==> src/rtl/mem_arbiter_pkg.sv <==
// Shared types for the two-master RAM arbiter: FSM states, master IDs and
// the read-return tag carried alongside each RAM read.
package mem_arbiter_pkg;

    typedef enum logic [1:0] {
        ST_IDLE = 2'd0,
        ST_OWN0 = 2'd1,
        ST_OWN1 = 2'd2
    } arb_state_e;

    localparam logic M_CPU = 1'b0;
    localparam logic M_DMA = 1'b1;

    localparam int LOCK_CNT_W = 8;

    typedef struct packed {
        logic valid;
        logic id;
    } rd_tag_t;

    function automatic arb_state_e own_state(input logic id);
        return id ? ST_OWN1 : ST_OWN0;
    endfunction

endpackage

==> src/rtl/mem_arbiter_if.sv <==
// Per-master request/grant and read-return bundle. The arbiter uses the
// slave modport; the requesting engine (or the bench) uses master.
interface mem_arbiter_if #(
    parameter int AW = 16,
    parameter int DW = 16
);
    logic          req;
    logic          lock;
    logic          we;
    logic          be;
    logic [AW-1:0] addr;
    logic [DW-1:0] wdata;
    logic          gnt;
    logic          rvalid;
    logic [DW-1:0] rdata;

    modport master (
        output req, lock, we, be, addr, wdata,
        input  gnt, rvalid, rdata
    );

    modport slave (
        input  req, lock, we, be, addr, wdata,
        output gnt, rvalid, rdata
    );
endinterface

==> src/rtl/mem_arbiter_rd_tag_pipe.sv <==
// Shift register of {valid, id} tags that tracks reads in flight through
// the RAM and raises the issuing master's rvalid when its data emerges.
module rd_tag_pipe
    import mem_arbiter_pkg::*;
#(
    parameter int unsigned DEPTH = 2
) (
    input  logic       clk,
    input  logic       reset,
    input  rd_tag_t    tag_i,
    output logic [1:0] rvalid_o
);

    rd_tag_t [DEPTH-1:0] pipe_q;
    rd_tag_t             head;

    // NOTE: the valid bits must be reset, otherwise stale tags fire rvalid
    // after reset; this is control state, not a data memory.
    always_ff @(posedge clk) begin
        if (reset) begin
            pipe_q <= '0;
        end else begin
            pipe_q <= {pipe_q[DEPTH-2:0], tag_i};
        end
    end

    assign head            = pipe_q[DEPTH-1];
    assign rvalid_o[M_CPU] = head.valid && (head.id == M_CPU);
    assign rvalid_o[M_DMA] = head.valid && (head.id == M_DMA);

endmodule

==> src/rtl/mem_arbiter.sv <==
// Round-robin arbiter with bounded lock sharing one synchronous RAM port
// between the CPU (m0) and the DMA/boot engine (m1).
module mem_arbiter
    import mem_arbiter_pkg::*;
#(
    parameter int AW       = 16,
    parameter int DW       = 16,
    parameter int RD_LAT   = 1,
    parameter int MAX_LOCK = 8
) (
    input  logic          clk,
    input  logic          reset,
    mem_arbiter_if.slave  m0,
    mem_arbiter_if.slave  m1,
    output logic [AW-1:0] RAMaddr,
    output logic [DW-1:0] RAMin,
    output logic          we,
    output logic          be,
    input  logic [DW-1:0] RAMout
);

    localparam logic [LOCK_CNT_W-1:0] LOCK_LAST = LOCK_CNT_W'(MAX_LOCK - 1);

    arb_state_e            state_q, state_d;
    logic                  rr_ptr_q, rr_ptr_d;
    logic [LOCK_CNT_W-1:0] lock_cnt_q, lock_cnt_d;

    logic gnt0, gnt1;
    logic own_dma, own_req, own_lock;

    logic          xfer;
    logic [AW-1:0] xfer_addr;
    logic [DW-1:0] xfer_wdata;
    logic          xfer_we;
    logic          xfer_be;

    rd_tag_t       tag_in;
    logic [1:0]    rvalid;
    logic [DW-1:0] rdata0_q, rdata1_q;

    assign own_dma  = (state_q == ST_OWN1);
    assign own_req  = own_dma ? m1.req  : m0.req;
    assign own_lock = own_dma ? m1.lock : m0.lock;

    // NOTE: non-blocking assignments for all state so every register
    // samples the pre-edge value regardless of process ordering.
    always_ff @(posedge clk) begin
        if (reset) begin
            state_q    <= ST_IDLE;
            rr_ptr_q   <= M_CPU;
            lock_cnt_q <= '0;
        end else begin
            state_q    <= state_d;
            rr_ptr_q   <= rr_ptr_d;
            lock_cnt_q <= lock_cnt_d;
        end
    end

    // NOTE: every output of this block is defaulted first so no path
    // through the case can leave one unassigned and infer a latch.
    always_comb begin
        state_d    = state_q;
        rr_ptr_d   = rr_ptr_q;
        lock_cnt_d = lock_cnt_q;
        gnt0       = 1'b0;
        gnt1       = 1'b0;
        if (!reset) begin
            unique case (state_q)
                ST_IDLE: begin
                    if (m0.req && (!m1.req || rr_ptr_q == M_CPU)) begin
                        gnt0 = 1'b1;
                    end else if (m1.req) begin
                        gnt1 = 1'b1;
                    end
                    if (gnt0 || gnt1) begin
                        rr_ptr_d = gnt0 ? M_DMA : M_CPU;
                        if (gnt0 ? m0.lock : m1.lock) begin
                            state_d    = own_state(gnt1);
                            lock_cnt_d = LOCK_CNT_W'(1);
                        end
                    end
                end
                ST_OWN0, ST_OWN1: begin
                    if (own_req) begin
                        gnt0 = !own_dma;
                        gnt1 = own_dma;
                        if (own_lock && lock_cnt_q < LOCK_LAST) begin
                            lock_cnt_d = lock_cnt_q + LOCK_CNT_W'(1);
                        end else begin
                            // Lock released or capped: hand priority away.
                            state_d    = ST_IDLE;
                            lock_cnt_d = '0;
                            rr_ptr_d   = !own_dma;
                        end
                    end else begin
                        state_d    = ST_IDLE;
                        lock_cnt_d = '0;
                    end
                end
                default: state_d = ST_IDLE;
            endcase
        end
    end

    assign m0.gnt = gnt0;
    assign m1.gnt = gnt1;

    assign xfer       = gnt0 | gnt1;
    assign xfer_addr  = gnt1 ? m1.addr  : m0.addr;
    assign xfer_wdata = gnt1 ? m1.wdata : m0.wdata;
    assign xfer_we    = gnt1 ? m1.we    : m0.we;
    assign xfer_be    = gnt1 ? m1.be    : m0.be;

    // Address and data hold between transfers; strobes are single-cycle.
    always_ff @(posedge clk) begin
        if (reset) begin
            RAMaddr <= '0;
            RAMin   <= '0;
            we      <= 1'b0;
            be      <= 1'b0;
        end else if (xfer) begin
            RAMaddr <= xfer_addr;
            RAMin   <= xfer_wdata;
            we      <= xfer_we;
            be      <= xfer_be;
        end else begin
            we <= 1'b0;
            be <= 1'b0;
        end
    end

    assign tag_in.valid = xfer && !xfer_we;
    assign tag_in.id    = gnt1 ? M_DMA : M_CPU;

    rd_tag_pipe #(
        .DEPTH(1 + RD_LAT)
    ) u_tag_pipe (
        .clk     (clk),
        .reset   (reset),
        .tag_i   (tag_in),
        .rvalid_o(rvalid)
    );

    // rdata shows RAMout in the rvalid cycle and holds it afterwards.
    always_ff @(posedge clk) begin
        if (reset) begin
            rdata0_q <= '0;
            rdata1_q <= '0;
        end else begin
            if (rvalid[M_CPU]) rdata0_q <= RAMout;
            if (rvalid[M_DMA]) rdata1_q <= RAMout;
        end
    end

    assign m0.rvalid = rvalid[M_CPU];
    assign m1.rvalid = rvalid[M_DMA];
    assign m0.rdata  = rvalid[M_CPU] ? RAMout : rdata0_q;
    assign m1.rdata  = rvalid[M_DMA] ? RAMout : rdata1_q;

endmodule

==> src/flat_wrapper.sv <==
// flat-port wrapper written by rule: the top's interface ports become plain ports
module mem_arbiter_flat import mem_arbiter_pkg::*;
#(
    parameter int AW       = 16,
    parameter int DW       = 16,
    parameter int RD_LAT   = 1,
    parameter int MAX_LOCK = 8
)
  (clk, reset, RAMaddr, RAMin, we, be, RAMout, m0_req, m0_lock, m0_we, m0_be, m0_addr, m0_wdata, m0_gnt, m0_rvalid, m0_rdata, m1_req, m1_lock, m1_we, m1_be, m1_addr, m1_wdata, m1_gnt, m1_rvalid, m1_rdata);
  mem_arbiter_if #(.AW(AW), .DW(DW)) m0_i ();
  mem_arbiter_if #(.AW(AW), .DW(DW)) m1_i ();
  input  logic clk;
  input  logic reset;
  output logic [AW-1:0] RAMaddr;
  output logic [DW-1:0] RAMin;
  output logic we;
  output logic be;
  input  logic [DW-1:0] RAMout;
  input wire logic [$bits(m0_i.req)-1:0] m0_req;
  input wire logic [$bits(m0_i.lock)-1:0] m0_lock;
  input wire logic [$bits(m0_i.we)-1:0] m0_we;
  input wire logic [$bits(m0_i.be)-1:0] m0_be;
  input wire logic [$bits(m0_i.addr)-1:0] m0_addr;
  input wire logic [$bits(m0_i.wdata)-1:0] m0_wdata;
  output wire logic [$bits(m0_i.gnt)-1:0] m0_gnt;
  output wire logic [$bits(m0_i.rvalid)-1:0] m0_rvalid;
  output wire logic [$bits(m0_i.rdata)-1:0] m0_rdata;
  input wire logic [$bits(m1_i.req)-1:0] m1_req;
  input wire logic [$bits(m1_i.lock)-1:0] m1_lock;
  input wire logic [$bits(m1_i.we)-1:0] m1_we;
  input wire logic [$bits(m1_i.be)-1:0] m1_be;
  input wire logic [$bits(m1_i.addr)-1:0] m1_addr;
  input wire logic [$bits(m1_i.wdata)-1:0] m1_wdata;
  output wire logic [$bits(m1_i.gnt)-1:0] m1_gnt;
  output wire logic [$bits(m1_i.rvalid)-1:0] m1_rvalid;
  output wire logic [$bits(m1_i.rdata)-1:0] m1_rdata;
  assign m0_i.req = m0_req;
  assign m0_i.lock = m0_lock;
  assign m0_i.we = m0_we;
  assign m0_i.be = m0_be;
  assign m0_i.addr = m0_addr;
  assign m0_i.wdata = m0_wdata;
  assign m0_gnt = m0_i.gnt;
  assign m0_rvalid = m0_i.rvalid;
  assign m0_rdata = m0_i.rdata;
  assign m1_i.req = m1_req;
  assign m1_i.lock = m1_lock;
  assign m1_i.we = m1_we;
  assign m1_i.be = m1_be;
  assign m1_i.addr = m1_addr;
  assign m1_i.wdata = m1_wdata;
  assign m1_gnt = m1_i.gnt;
  assign m1_rvalid = m1_i.rvalid;
  assign m1_rdata = m1_i.rdata;
  mem_arbiter #(.AW(AW), .DW(DW), .RD_LAT(RD_LAT), .MAX_LOCK(MAX_LOCK)) u_core (.clk(clk), .reset(reset), .m0(m0_i), .m1(m1_i), .RAMaddr(RAMaddr), .RAMin(RAMin), .we(we), .be(be), .RAMout(RAMout));
endmodule
==> config.mk <==
export PLATFORM = sky130hd
export DESIGN_NAME = mem_arbiter_flat
export DESIGN_NICKNAME = d
export VERILOG_FILES = /design/src/rtl/mem_arbiter_pkg.sv /design/src/rtl/mem_arbiter_if.sv /design/src/rtl/mem_arbiter_rd_tag_pipe.sv /design/src/rtl/mem_arbiter.sv /design/src/flat_wrapper.sv
export SDC_FILE = /design/constraint.sdc
export NUM_CORES = 1
export LEC_CHECK = 0
export ABC_AREA = 1
export CAP_MARGIN = 20
export CORE_ASPECT_RATIO = 0.6
export CORE_MARGIN = 4
export CORE_UTILIZATION = 39
export DETAILED_ROUTE_END_ITERATION = 16
export PLACE_DENSITY_LB_ADDON = 0.15
export SLEW_MARGIN = 30
export SYNTH_ARGS = -nofsm -noshare
export SYNTH_HDL_FRONTEND = slang
export SYNTH_SLANG_ARGS = --single-unit
==> constraint.sdc <==
create_clock -name clk -period 2.35 [get_ports clk]
set_clock_uncertainty 0.15 [all_clocks]
set_input_delay 0.235 -clock clk [delete_from_list [all_inputs] [get_ports clk]]
set_output_delay 0.235 -clock clk [all_outputs]
set_load 0.05 [all_outputs]
* Word-level counts from Yosys, hierarchy flattened
Index checks and enable logic that the tools add are counted.
** Storage, ports and cells
- Memory bits (read-only) :: 0
- Memory bits (writable) :: 0
- Output and inout bits :: 70
- Memories :: 0
- Register bits after elaboration :: 81
- Logic and storage cells :: 82
- Latch bits :: 0
- Input port bits :: 90
** Operators by class
- Div/mod/pow operators :: 0
- Equal/unequal tests :: 7
- Add/sub/neg operators :: 1
- $mul :: 0
- Multiplexer cells :: 39
- Bitwise operators :: 4
- Shift operators :: 0
- Order comparisons :: 1
- Reduce and logical (&&, ||, !) cells :: 17
** Operators by type and width (count)
- 16-bit 2-to-1 mux :: 4
- 8-bit 2-to-1 mux :: 4
- 1-bit 2-to-1 mux :: 21
- 8-bit case mux with 2 select lines :: 1
- 2-bit 2-to-1 mux :: 5
- 8-bit by 1-bit adder with 8-bit output, second input constant :: 1
- 8-bit by 3-bit less-than comparator with 1-bit output, second input constant :: 1
- 2-bit by 1-bit inequality test with 1-bit output, second input constant :: 3
- 1-bit case mux with 2 select lines :: 3
- 3-bit AND reduction :: 2
- 1-bit logical AND :: 5
- 2-bit case mux with 2 select lines :: 1
- 4-bit AND reduction :: 1
- 2-bit OR reduction :: 2
- 1-bit zero test :: 3
- 3-bit inequality test, second input constant :: 1
- 1-bit inverter :: 3
- 2-bit by 1-bit == test with 1-bit output, second input constant :: 1
- 2-bit == test, second input constant :: 1
- 2-bit zero test :: 1
- 1-bit logical OR :: 2
- 2-bit inequality test, second input constant :: 1
- 2-bit nonzero test :: 1
- 1-bit bitwise OR :: 1

* Logic depth before layout (Yosys ltp)
- Depth in word-level cells :: 11
- Depth in mapped cells :: 12
- Depth with buffers taken out :: 11

* Hierarchy
A second synthesis with hierarchy kept.
** Second synthesis, totals
- Cell total of the unflattened synthesis :: 561
- Area, all modules :: 3880.0 µm²
** By module, submodules not included
- mem_arbiter :: area each 3752.3 µm², sequential area each 1541.5 µm², cells an instance 545, times used 1
- rd_tag_pipe :: area each 127.6 µm², sequential area each 80.1 µm², cells an instance 16, times used 1

* Least setup slack after synthesis
OpenSTA, ideal clock, no wires.
- Path type :: register to output
- Start :: register u_core.u_tag_pipe.pipe_q (netlist bit u_core.u_tag_pipe.head[0])
- End :: output m1_rdata[10]
- Required time :: 1.965 ns
- Data arrival time :: 1.754 ns
- Buffers on the path :: 1
- Path slack :: 0.211 ns
- Cell stages (with the launch flop) :: 7
- Path through :: dfxtp_1 -> nand2_1 -> inv_1 -> clkbuf_1 -> or2_2 -> o21ai_0 -> inv_1
** On the way
- Word-level cells in the longest chain between the ends :: 2
** RTL lines
- from (decl) :: RTL line mem_arbiter_rd_tag_pipe.sv:14 : rd_tag_t [DEPTH-1:0] pipe_q;
- from (signal assigned) :: RTL line mem_arbiter_rd_tag_pipe.sv:23 : pipe_q <= {pipe_q[DEPTH-2:0], tag_i};
- 1-bit logical AND :: RTL line mem_arbiter_rd_tag_pipe.sv:29 : assign rvalid_o[M_DMA] = head.valid && (head.id == M_DMA);
- net m1_rvalid :: RTL line flat_wrapper.sv:35 : output wire logic [$bits(m1_i.rvalid)-1:0] m1_rvalid;
- 16-bit 2-to-1 mux :: RTL line mem_arbiter.sv:158 : assign m1.rdata = rvalid[M_DMA] ? RAMout : rdata1_q;
- to (decl) :: RTL line flat_wrapper.sv:36 : output wire logic [$bits(m1_i.rdata)-1:0] m1_rdata;
The timed path passes the listed nets, and every way through them passes these cells.

* Worst setup path in the final report
- Start :: register u_core.state_q[1]
- End :: output m0_gnt
** On the way
- Word-level cells in the longest chain between the ends :: 5
- Elaborated cells on any way between the ends :: 9
- Those cells by class :: eq/ne (2); mux (4); reduce/logical (3)
** RTL lines
- from (decl) :: RTL line mem_arbiter.sv:24 : arb_state_e state_q, state_d;
- from (signal assigned) :: RTL line mem_arbiter.sv:53 : state_q <= state_d;
- 2-bit == test :: RTL line mem_arbiter.sv:41, mem_arbiter.sv:68
- 1-bit 2-to-1 mux or 1-bit zero test (tied branches) :: RTL line mem_arbiter.sv:42, mem_arbiter.sv:85
- 1-bit 2-to-1 mux :: RTL line mem_arbiter.sv:84 : if (own_req) begin
- 1-bit case mux with 2 select lines * :: RTL line mem_arbiter.sv:68 : unique case (state_q)
- 1-bit 2-to-1 mux * :: RTL line mem_arbiter.sv:67 : if (!reset) begin
- to (decl) :: RTL line flat_wrapper.sv:25 : output wire logic [$bits(m0_i.gnt)-1:0] m0_gnt;
Mark *: on every way between the ends. The rest lies on a longest branch, timed or not.

==> run metrics <==
Gate Count Post-Synth=roughly 550; cts bufs inserted=9; first-pass GRT wire length=between 15000 and 20000 um; Crit. End Element=output pin; final WL=10420 um; Final Setup Violations=0; Detailed Place HPWL=7834 um; worst skew pair latency=0.33 ns; via count of the first global-routing pass=around 3700; worst r2r src=u_core.state_q[1]; Final Slew Violations=0; CTS tree=done; Worst Setup Start Kind=flop; maximum fanout along the worst path=15; setup TNS=0 ns; Worst Tran Pin Value=0.5358 ns; Lkg Pwr=around 0.0030 uW; Final WS setup=0.1518 ns; Die Y=83.78 um; Reg clk slew, reported paths=~0.060 ns; H-tree levels=3; Ant. Diodes=0; crit path kind=reg -> out; GRT Total Usage=18.98%; Core ar.=0.009256 mm^2; reg2reg setup slack=0.38 ns; Synth area leader=dfxtp_1; DR WL/cell=12.41 um; DR vias=3790; # nets final=between 700 and 800; metal2 WL=4812 um; Place WS=0.2540 ns; GRT Residual Overflow=0; Final Cell Area=roughly 0.0058 mm^2; YS warnings=0; Util after Layout=62.56%; final hold slack=around 0.26 ns; WL met1=4732 um; flops & latches, synth=81; Placer Congestion=0.8531; Hold Crit Depth=2; Hold Path Class=reg -> reg; Netlist Area Pre-Place=0.003732 mm^2; Die X-Extent=134.3 um; clk root buf=clkbuf_16; Vias per Instance=4.512; top post-synthesis cells by area=dfxtp_1 (43%), nand2_1 (12%), nor2_1 (12%), inv_1 (5.7%), nand3_1 (5.5%); Final Hold Fails=0; hold wc startpoint=u_core.u_tag_pipe.pipe_q[1]; top-area cell type share of the netlist area=about 43%; status=completed; initial drt markers=137; Netlist cell types=28; max-cap violations=0; Rows=27; num ports=160; r2r endpoint=u_core.RAMin[8]; Initial Util=roughly 40%; DRC Markers=0; highest routed layer=met4; area grow syn2layout=55.15%; Min-Delay Endpoint=u_core.u_tag_pipe.head[1]; max-slew headroom at the worst pin=64.17%; placed inst area=~0.0054 mm^2; initial antenna violation count=0; Detailed Routing Iterations Pass 1=4; Mean Syn Cell Area=6.798 um^2; WP data required=1.97 ns; Die Footprint=0.01125 mm^2; Antenna Nets Post-Route=0; Fmax achieved=454.9 MHz; share of cells above drive strength 1=16.48%; Bufs on Longest Clock Path=2; largest net degree at the start of global routing=51; Reg2Reg Depth=11; period utilization=93.54%; sequential-to-total area share from yosys stat=43.45%; pwr dens=about 1100 mW/mm^2; # port buffers=159; VDD IR-drop max=approximately 0.46 mV; post-route minimum period=2.198 ns; Worst EP arrival=1.81 ns; syn_nets=between 600 and 700; metal3 WL=758 um; clk sinks=81
## metal layers
layer	track usage, %	vias to the layer above
met5	0	-
li1	-	1986
met4	5.545	0
met1	23.60	1695
met2	30.45	98
met3	7.530	11
## how the worst max path moves through the flow
| stage | startpoint | endpoint | slack (ns) | cells past startpoint |
|---|---|---|---|---|
| 6_report | u_core.state_q[1] | m0_gnt | 0.15 | 7 |
| 5_1_grt | u_core.u_tag_pipe.head[1] | m0_rdata[10] | -0.009 | 8 |
| 4_1_cts | u_core.u_tag_pipe.head[1] | m0_rdata[0] | 0.01 | 7 |
| 3_5_place_dp | m1_req | u_core.RAMin[0] | 0.25 | 10 |
| 3_3_place_gp | m1_req | u_core.RAMin[2] | 0.34 | 10 |
| 2_1_floorplan | u_core.u_tag_pipe.head[0] | m1_rdata[10] | 0.21 | 6 |
## stage by stage
stage	power (uW)	instances
2_1_floorplan	3912	549
3_3_place_gp	4840	823
3_5_place_dp	4888	823
4_1_cts	6437	839
5_1_grt	6808	840
6_report	6398	840
## final cells by class
cell class / count / area, um^2
fill: 839 / 3466
multi-input combinational: 383 / 1745
timing repair buffer: 170 / 1700
sequential: 81 / 1622
clock buffer: 10 / 239.0
inverter: 60 / 231.5
tap: 130 / 162.7
clock inverter: 6 / 90.09
## sequential cells by signal, summed over array words and instances, names as in the netlist
register,cells
u_core.rdata1_q,16
u_core.state_q,2
u_core.u_tag_pipe.pipe_q,2
u_core.rdata0_q,16
u_core.u_tag_pipe.head,2
u_core.we,1
u_core.lock_cnt_q,8
u_core.RAMaddr,16
u_core.rr_ptr_q,1
u_core.be,1
u_core.RAMin,16
## where the power goes
group	switching (uW)	internal [uW]	total, uW
Combinational	1990	1120	3110
Clock	557	962	1520
Sequential	129	1640	1770
## timing repair
item,CTS,global route
hold buffers,0,0
buffers inserted,0,1
setup endpoints to repair,0,17
resized for setup,0,11
endpoints found under the hold margin,0,0
## cells in the mapped netlist
library cell,n
nand2_1,123
nor2_1,119
dfxtp_1,81
inv_1,57
nand3_1,41
or2_2,32
o21ai_0,31
nand2_2,13
buf_2,9
clkbuf_1,8
o21ai_1,5
a21oi_1,4
buf_6,4
ha_1,4
nor3_1,3
buf_1,2
nand2_4,2
buf_4,1
clkbuf_2,1
clkinv_1,1
inv_2,1
inv_4,1
nand3b_1,1
nand4_1,1
nor2_4,1
nor3b_4,1
o21a_1,1
o21ai_2,1
## cells by family after synthesis
family	Yosys count	share of synthesized area [%]
AO/OA/AOI/OAI	42	5.800
AND/OR/NAND/NOR	337	39.56
buffers and inverters	85	9.856
adder cells (fa/ha/maj)	4	1.341
flip-flops	81	43.45
## cells in the final DEF (no fill, tap or decap), types with 3 or more instances in the layout
master,count
nand2_1,123
nor2_1,119
nand3_1,41
or2_2,32
inv_1,56
a21oi_1,4
buf_4,37
nand2_2,13
o21ai_1,13
clkbuf_16,9
dfxtp_1,81
nor3_1,3
buf_12,9
ha_1,3
clkdlybuf4s50_1,123
o21ai_0,23
## critical path, stage by stage (launching register included)
cell and delay (ns):
dfxtp_1 0.36, inv_1 0.07, ha_2 0.38, nand2_1 0.08, nand2_1 0.11, nand2_4 0.14, inv_4 0.17, buf_12 0.15
No activity file was read; power rests on OpenSTA's default activity.
